===== src/rtl/sr_pkg.sv =====
`default_nettype none
// +----------------------------------------------------------------------------+
// | sr_pkg                                                                      |
// | Shared FSM state type, synchroniser depth and counter sizing helper.       |
// | Rev 1.0 - initial release                                                  |
// +----------------------------------------------------------------------------+
package sr_pkg;

    typedef enum logic [1:0] {
        IDLE  = 2'd0,
        PULSE = 2'd1,
        GAP   = 2'd2,
        CHECK = 2'd3
    } sr_state_t;

    localparam int SYNC_STAGES = 2;

    function automatic int cnt_w(input int max_v);
        int w;
        w = $clog2(max_v + 1);
        return (w < 1) ? 1 : w;
    endfunction

endpackage
`default_nettype wire


===== src/rtl/sr_sync2.sv =====
`default_nettype none
// +----------------------------------------------------------------------------+
// | sr_sync2                                                                    |
// | Two-flop synchroniser for asynchronous single-bit feedback, reset to 0.    |
// | Rev 1.0 - initial release                                                  |
// +----------------------------------------------------------------------------+
module sr_sync2
    import sr_pkg::*;
(
    input  logic clk,
    input  logic rst_n,
    input  logic d_i,
    output logic q_o
);

    logic [SYNC_STAGES-1:0] sync_q;

    always_ff @(posedge clk) begin
        if (!rst_n) begin
            sync_q <= '0;
        end else begin
            sync_q <= {sync_q[SYNC_STAGES-2:0], d_i};
        end
    end

    assign q_o = sync_q[SYNC_STAGES-1];

endmodule
`default_nettype wire


===== src/rtl/sr_cmd_gen.sv =====
`default_nettype none
// +----------------------------------------------------------------------------+
// | sr_cmd_gen                                                                  |
// | Set/reset pulse generator with readback; s and r are never high together.  |
// | Optional macro SR_SKIP_REDUNDANT_EN skips the pulse when q already matches.|
// | Rev 1.0 - initial release                                                  |
// +----------------------------------------------------------------------------+
module sr_cmd_gen
    import sr_pkg::*;
#(
    parameter int PULSE_W = 2,
    parameter int GAP_W   = 1,
    parameter int TMO     = 8
) (
    input  logic clk,
    input  logic rst_n,
    input  logic req_valid,
    input  logic req_level,
    output logic req_ready,
    output logic s,
    output logic r,
    input  logic q_fb,
    output logic busy,
    output logic done,
    output logic err
);

    localparam int CNT_MAX_PG = (PULSE_W > GAP_W) ? PULSE_W : GAP_W;
    localparam int CNT_MAX    = (CNT_MAX_PG > TMO) ? CNT_MAX_PG : TMO;
    localparam int CNT_W      = cnt_w(CNT_MAX);

    sr_state_t        state_q, state_d;
    logic [CNT_W-1:0] cnt_q, cnt_d;
    logic             lvl_q, lvl_d;
    logic             s_q, s_d, r_q, r_d;
    logic             busy_q, busy_d, done_q, done_d, err_q, err_d;
    logic             q_sync;
    logic             w_accept;
    logic             w_skip;

    sr_sync2 u_sync (
        .clk   (clk),
        .rst_n (rst_n),
        .d_i   (q_fb),
        .q_o   (q_sync)
    );

    assign req_ready = (state_q == IDLE) & rst_n;
    assign w_accept  = req_valid & req_ready;

`ifdef SR_SKIP_REDUNDANT_EN
    assign w_skip = (q_sync == req_level);
`else
    assign w_skip = 1'b0;
`endif

    always_comb begin
        state_d = state_q;
        lvl_d   = lvl_q;
        done_d  = 1'b0;
        err_d   = 1'b0;
        // Saturating count; every transition below clears it explicitly.
        cnt_d   = (cnt_q == CNT_W'(CNT_MAX)) ? cnt_q : cnt_q + 1'b1;

        case (state_q)
            IDLE: begin
                if (w_accept) begin
                    lvl_d   = req_level;
                    cnt_d   = '0;
                    state_d = w_skip ? CHECK : PULSE;
                end
            end
            PULSE: begin
                if (cnt_q == CNT_W'(PULSE_W - 1)) begin
                    cnt_d   = '0;
                    state_d = (GAP_W == 0) ? CHECK : GAP;
                end
            end
            GAP: begin
                if (cnt_q == CNT_W'(GAP_W - 1)) begin
                    cnt_d   = '0;
                    state_d = CHECK;
                end
            end
            CHECK: begin
                if (q_sync == lvl_q) begin
                    done_d  = 1'b1;
                    cnt_d   = '0;
                    state_d = IDLE;
                end else if (cnt_q == CNT_W'(TMO - 1)) begin
                    err_d   = 1'b1;
                    cnt_d   = '0;
                    state_d = IDLE;
                end
            end
            default: begin
                cnt_d   = '0;
                state_d = IDLE;
            end
        endcase

        // Outputs follow the next state so s/r are flop-driven and exclusive by construction.
        s_d    = (state_d == PULSE) &  lvl_d;
        r_d    = (state_d == PULSE) & ~lvl_d;
        busy_d = (state_d != IDLE);
    end

    always_ff @(posedge clk) begin
        if (!rst_n) begin
            state_q <= IDLE;
            cnt_q   <= '0;
            lvl_q   <= 1'b0;
            s_q     <= 1'b0;
            r_q     <= 1'b0;
            busy_q  <= 1'b0;
            done_q  <= 1'b0;
            err_q   <= 1'b0;
        end else begin
            state_q <= state_d;
            cnt_q   <= cnt_d;
            lvl_q   <= lvl_d;
            s_q     <= s_d;
            r_q     <= r_d;
            busy_q  <= busy_d;
            done_q  <= done_d;
            err_q   <= err_d;
        end
    end

    assign s    = s_q;
    assign r    = r_q;
    assign busy = busy_q;
    assign done = done_q;
    assign err  = err_q;

endmodule
`default_nettype wire


===== config.mk =====
export PLATFORM = sky130hd
export DESIGN_NAME = sr_cmd_gen
export DESIGN_NICKNAME = d
export VERILOG_FILES = /design/src/rtl/sr_pkg.sv /design/src/rtl/sr_sync2.sv /design/src/rtl/sr_cmd_gen.sv
export SDC_FILE = /design/constraint.sdc
export NUM_CORES = 1
export LEC_CHECK = 0
export BUFFER_PORTS_ARGS = -buffer_cell sky130_fd_sc_hd__clkbuf_2
export CORE_UTILIZATION = 45
export CTS_CLUSTER_DIAMETER = 60
export CTS_CLUSTER_SIZE = 14
export DETAILED_ROUTE_END_ITERATION = 10
export PLACE_DENSITY_LB_ADDON = 0.3
export RECOVER_POWER = 100
export SYNTH_ARGS = -nofsm -noshare
export SYNTH_HDL_FRONTEND = slang
export SYNTH_SLANG_ARGS = --single-unit

===== constraint.sdc =====
create_clock -name clk -period 2 [get_ports clk]
set_input_delay 0.1 -clock clk [delete_from_list [all_inputs] [get_ports clk]]
set_output_delay 0.1 -clock clk [all_outputs]
set_load 0.01 [all_outputs]

==> results by group, run 1 <==
Clock network
  • Clock H-tree levels: 1
  • CTS resizes: 0
  • # clock sinks: 14
  • Worst skew pair latency: 0.28 ns
  • CTS root buf: clkbuf_4
  • Max Root-Sink Buffers: 2
  • Clock-pin slew on the worst setup and hold paths: 0.09 ns
  • CTS tree: yes
  • Post-CTS setup buffers: 0
  • CTS buffer count: 3
  • Hold buffers post-CTS: 0

Placed design
  • Dpl ws: 0.398 ns
  • Input/output buffers: 10
  • GPL Wtd Cong: 0.779

Timing
  • Clk_skew: 0.00660 ns
  • TNS Setup: 0 ns
  • Max Fclk: 0.588 GHz
  • Crit path time final: 1.70 ns
  • Setup WS post-layout: 0.300 ns
  • Setup violations, final: 0
  • Worst slew margin: 71.9%
  • Tcrit/Tclk final: 85.0%
  • RSZ-0062 raised after global routing: false
  • Worst Tran Pin Value: 0.422 ns
  • Final hold violation count: 0
  • Max Slew Vio Count: 0

Synth
  • Synth warnings: 0
  • Seq/Total Area, Yosys: 42.0%
  • Flop and latch count out of synthesis: 14
  • Synthesized area: 667 um^2
  • Synth Net Count: 79
  • Yosys cell types: 30
  • Synth Instances: 71
  • Avg Cell Area, Syn: 9.39 um^2

Floorplanning
  • Chip height: 40.5 um
  • Row Count: 13
  • Core area: 1330 um^2
  • Io pins: 11
  • Width of the die: 40.5 um
  • Initial Util: 50.0%
  • Die ar.: 1640 um^2

Power
  • Worst VDD drop: 0.000541 V
  • P_sw: 0.197 mW
  • Seq pwr share: 49.0%
  • Switching part of the total power: 29.2%
  • Pleak: 0.314 nW
  • Clock network power share: 30.0%
  • Combinational share of power: 21.0%
  • Internal power: 0.478 mW
  • PwrDens: 914 nW/um^2

Critical path
  • Critical path arrival: 1.88 ns
  • Reg2Reg Depth: 7
  • Crit Path Max Fanout: 4
  • CP Class: reg -> reg
  • R2R Setup Slk: 0.30 ns
  • Startpoint types: flop
  • CP Capture Type: flop
  • Worst path required time: 2.18 ns
  • Reg2reg end: busy$_SDFF_PN0_
  • R2R Path Start: cnt_q[0]$_SDFF_PN0_

Status
  • Status: finished clean

Routing
  • Routed WL: 1.15 mm
  • Vias/cell: 5.28
  • DRT iter0 DRCs: 12
  • Drt wl/cell: 11.8 um
  • Via count: 512
  • DRC: 0
  • Antenna viol nets, final: 0
  • Drt first pass iters: 4

GRT
  • Total track usage: 18.2%
  • Initial antenna violation count: 0
  • Grt total ovfl: 0
  • First-pass GRT wire length: 1.84 mm
  • Largest net degree at the start of global routing: 12
  • Vias in the first global route: 453

Worst hold path
  • Hold Startpoint: q_fb
  • Hold EP: u_sync.sync_q[0]$_SDFF_PN0_
  • Hold path cells: 2
  • Min-Delay Path Class: in -> reg

Layout
  • Commonest non-fill, non-tap cell in the layout: dfxtp_1
  • ANT cells: 0
  • Nets: 91
  • Layout cells sized above 1: 14.6%
  • Area delta synth->final: 10.7%
  • FILL cells: 138
  • Commonest cells after routing, fill and taps aside: dfxtp_1, nor2_1, clkbuf_1

Run
  • MaxCap Viol Count: 0
-- sequential cells by signal, indices dropped and copies added (netlist names) --
| signal | cells |
|---|---|
| s | 1 |
| done | 1 |
| busy | 1 |
| cnt_q | 4 |
| u_sync.sync_q | 2 |
| lvl_q | 1 |
| err | 1 |
| state_q | 2 |
| r | 1 |
-- metal layers --
layer	part of all wire (%)	wire, um	global-route usage [%]	vias up
met2	45	517	27.8	15
met3	7.1	82	10.0	2
met1	47	535	20.8	230
met5	0	0	0	-
met4	1.0	12	7.50	0
li1	-	-	-	265
-- critical path, stage by stage (launching register included) --
cell and delay (ns):
dfxtp_1 0.38, inv_1 0.08, ha_1 0.22, or3b_1 0.16, a21oi_1 0.09, o311ai_4 0.38, clkinv_1 0.13, a21o_1 0.16
-- cell usage after synthesis (all sizes together) --
library cell	n	area [um^2]
o41ai	1	8.76
dfxtp	14	280
nor2b	1	6.26
nand2	5	18.8
and2	3	18.8
or3b	1	8.76
and3b	1	8.76
xor2	1	8.76
ha	3	37.5
and4	1	11.3
nor3b	4	35.0
or3	1	6.26
a21o	1	7.51
nand3	4	20.0
xnor2	2	17.5
o311ai	1	26.3
buf	3	21.3
nor2	7	26.3
o21ai	2	10.0
nor3	3	20.0
o22a	1	8.76
inv	5	18.8
mux2i	1	10.0
a21oi	4	23.8
nand3b	1	7.51
-- how the worst max path moves through the flow --
stage                              from  slack (ns)  cells past startpoint         endpoint
finish              cnt_q[0]$_SDFF_PN0_        0.30                      7  busy$_SDFF_PN0_
global route        cnt_q[1]$_SDFF_PN0_        0.18                      7  busy$_SDFF_PN0_
CTS                 cnt_q[0]$_SDFF_PN0_        0.38                      7  busy$_SDFF_PN0_
detailed placement  cnt_q[0]$_SDFF_PN0_        0.40                      7  busy$_SDFF_PN0_
global placement    cnt_q[0]$_SDFF_PN0_        0.44                      7  busy$_SDFF_PN0_
floorplan           cnt_q[0]$_SDFF_PN0_        0.50                      7  busy$_SDFF_PN0_
-- power groups by stage --
stage	clock network, mW	logic, mW	registers (mW)
6_report	0.202	0.142	0.330
5_1_grt	0.232	0.157	0.334
4_1_cts	0.213	0.150	0.331
3_5_place_dp	0	0.148	0.338
3_3_place_gp	0	0.146	0.337
2_1_floorplan	0	0.125	0.327
-- kinds of logic (layout without fill, tap and decap cells) --
logic type	Yosys count	after routing	synth area share [%]
mux	1	1	1.50
simple gates	32	32	28.1
fa+ha+maj	3	3	5.63
xor+xnor	3	3	3.94
buf+inv	8	19	6.00
flops	14	14	42.0
compound gates	10	10	12.8
-- layout make-up --
type / instances / area (um^2) / share of cell area (%)
inverter: 5 / 18.8 / 2.54
tap: 15 / 18.8 / 2.54
clock buffer: 4 / 36.3 / 4.92
timing repair buffer: 10 / 41.3 / 5.59
multi-input combinational: 49 / 343 / 46.4
sequential: 14 / 280 / 38.0
-- through the flow --
step	hold WS (ns)	cells	utilization (%)	power, mW	instance area, um^2
after floorplan	0.210	71	-	0.452	667
after global placement	0.306	93	53.6	0.484	714
after detailed placement	0.312	93	53.6	0.486	714
after CTS	0.0107	97	56.3	0.694	751
after global routing	0.0237	97	55.3	0.724	738
final	0.0168	97	55.3	0.675	738
(Power assumes the default switching activity.)
==> run 2: changes to the inputs <==
Clock period 2 ns to 1.4 ns, I/O delays scaled along.
==> run 2 against run 1 <==
Compared with the run above: the flow now finishes with violations (setup timing); sequential power up 50%; hold slack better by 0.11 ns; combinational power up 130%; via count up 13%; cell count up 12%; global-route usage up 1.5 points; final area up 27%; maximum frequency up 8.0%; clock skew down 0.00063 ns; register-to-register slack worse by 0.47 ns; first-iteration DRC count up 25%.
==> results by group, run 2 (synthesis results as in run 1) <==
Status
  • Status: complete, but fails checks
  • Violated checks: setup timing

Floorplanning
  • Width of the die: 40.5 um
  • Row Count: 13
  • Die ar.: 1640 um^2
  • Chip height: 40.5 um
  • Initial Util: 50.0%
  • Core area: 1330 um^2
  • Io pins: 11

Clock network
  • Clock H-tree levels: 1
  • CTS buffer count: 3
  • CTS root buf: clkbuf_4
  • Max Root-Sink Buffers: 2
  • Worst skew pair latency: 0.28 ns
  • # clock sinks: 14
  • CTS tree: yes
  • Clock-pin slew on the worst setup and hold paths: 0.09 ns

Routing
  • Vias/cell: 5.29
  • Routed WL: 1.51 mm
  • DRT iter0 DRCs: 15
  • Drt wl/cell: 13.8 um
  • DRC: 0
  • Antenna viol nets, final: 0
  • Drt first pass iters: 4
  • Via count: 577

Layout
  • Biggest register: cnt_q
  • Nets: 103
  • Final std cells w/o fill: 109
  • Area delta synth->final: 40.7%
  • Biggest regs: cnt_q (4), state_q (2), u_sync.sync_q (2)
  • Layout cells sized above 1: 48.9%
  • Final instance area: 938 um^2
  • Core Util, Final: 70.4%
  • Commonest cells after routing, fill and taps aside: dfxtp_1, buf_4, nor2_1
  • ANT cells: 0
  • Max reg flops: 4

GRT
  • First-pass GRT wire length: 2.00 mm
  • Initial antenna violation count: 0
  • Largest net degree at the start of global routing: 12
  • Vias in the first global route: 511
  • Grt total ovfl: 0
  • Total track usage: 19.7%

Placed design
  • Dpl cell area: 807 um^2
  • Input/output buffers: 10
  • HPWL Detailed: 978 um
  • Placed Instances: 103
  • GPL Wtd Cong: 0.809

Run
  • MaxCap Viol Count: 0

Critical path
  • Setup crit start: cnt_q[0]$_SDFF_PN0_
  • Crit Path Max Fanout: 4
  • CP Capture Type: flop
  • Startpoint types: flop
  • End of the critical path: busy$_SDFF_PN0_
  • R2R Path Start: cnt_q[0]$_SDFF_PN0_
  • Worst path required time: 1.59 ns
  • Critical path arrival: 1.76 ns
  • R2R Setup Slk: -0.17 ns
  • CP Class: reg -> reg
  • Reg2Reg Depth: 6
  • Reg2reg end: busy$_SDFF_PN0_

Power
  • Worst VDD drop: 0.000913 V
  • Pleak: 0.399 nW
  • PwrDens: 1190 nW/um^2

Timing
  • Worst slew margin: 74.1%
  • RSZ-0062 raised after global routing: true
  • Worst Tran Pin Value: 0.378 ns
  • Crit path time final: 1.57 ns
  • Max Slew Vio Count: 0
  • Max Fclk: 0.636 GHz
  • Tcrit/Tclk final: 112%
  • Clk_skew: 0.00596 ns
  • Setup violations, final: 8
  • Setup WS post-layout: -0.173 ns
  • Final hold violation count: 0

Worst hold path
  • Min-Delay Path Class: in -> reg
## run 2: cell types whose count changed in the layout (fill, tap and decap cells not counted), moves of 3 or more
cell	change
a21oi_1	-4
nor3b_1	-3
buf_4	+10
a21oi_2	+3
dfxtp_1	-4
## run 2: repair_timing
item,4_1_cts,5_1_grt
gates resized for setup,4,17
hold endpoints to repair,1,0
hold buffers,1,0
setup endpoints to repair,8,9
setup buffers,0,1
pin swaps,1,14
## run 2: critical path: stages, from the launching register on
cell,delay [ns]
dfxtp_4,0.39
ha_4,0.13
nand3b_1,0.12
and4_4,0.24
o311ai_4,0.38
inv_2,0.06
a21o_1,0.15
## run 2: how the worst min path moves through the flow
stage	slack [ns]	to	depth (start not counted)	startpoint
floorplan	0.18	busy$_SDFF_PN0_	1	rst_n
detailed placement	0.29	u_sync.sync_q[0]$_SDFF_PN0_	2	q_fb
finish	0.12	cnt_q[1]$_SDFF_PN0_	4	req_valid
global placement	0.28	u_sync.sync_q[0]$_SDFF_PN0_	2	q_fb
global route	0.14	cnt_q[1]$_SDFF_PN0_	4	req_valid
CTS	0.1	lvl_q$_SDFF_PN0_	3	req_level
## run 2: per-stage QoR
| step | total power [mW] | TNS [ns] | setup WS [ns] | hold WS, ns |
|---|---|---|---|---|
| floorplan | 0.655 | -0.0425 | -0.0217 | 0.180 |
| global placement | 0.735 | -0.373 | -0.121 | 0.277 |
| detailed placement | 0.740 | -0.473 | -0.139 | 0.286 |
| CTS | 1.05 | -0.415 | -0.120 | 0.0969 |
| global route | 1.18 | -1.19 | -0.219 | 0.138 |
| finish | 1.12 | -0.621 | -0.173 | 0.123 |
## run 2: area by class of cell
| class | instances | area, um^2 |
|---|---|---|
| flip-flops and latches | 14 | 290 |
| multi-input cells | 49 | 429 |
| clock buffers | 4 | 36.3 |
| well taps | 15 | 18.8 |
| repair buffers | 22 | 140 |
| fillers | 112 | 395 |
| inverters | 5 | 23.8 |
## run 2: power by group
group	internal [mW]	total (mW)	leakage (nW)	switching, mW
clock	0.158	0.292	0.0210	0.134
combinational	0.174	0.330	0.261	0.157
sequential	0.440	0.495	0.117	0.0550
## run 2: layer usage
layer	up-vias	global-route usage (%)	part of all wire (%)	routed length, um
li1	292	-	-	-
met1	269	23.3	43	641
met2	14	31.3	53	802
met3	2	3.33	3.6	54
met4	0	15.0	0.53	8
met5	-	0	0	0
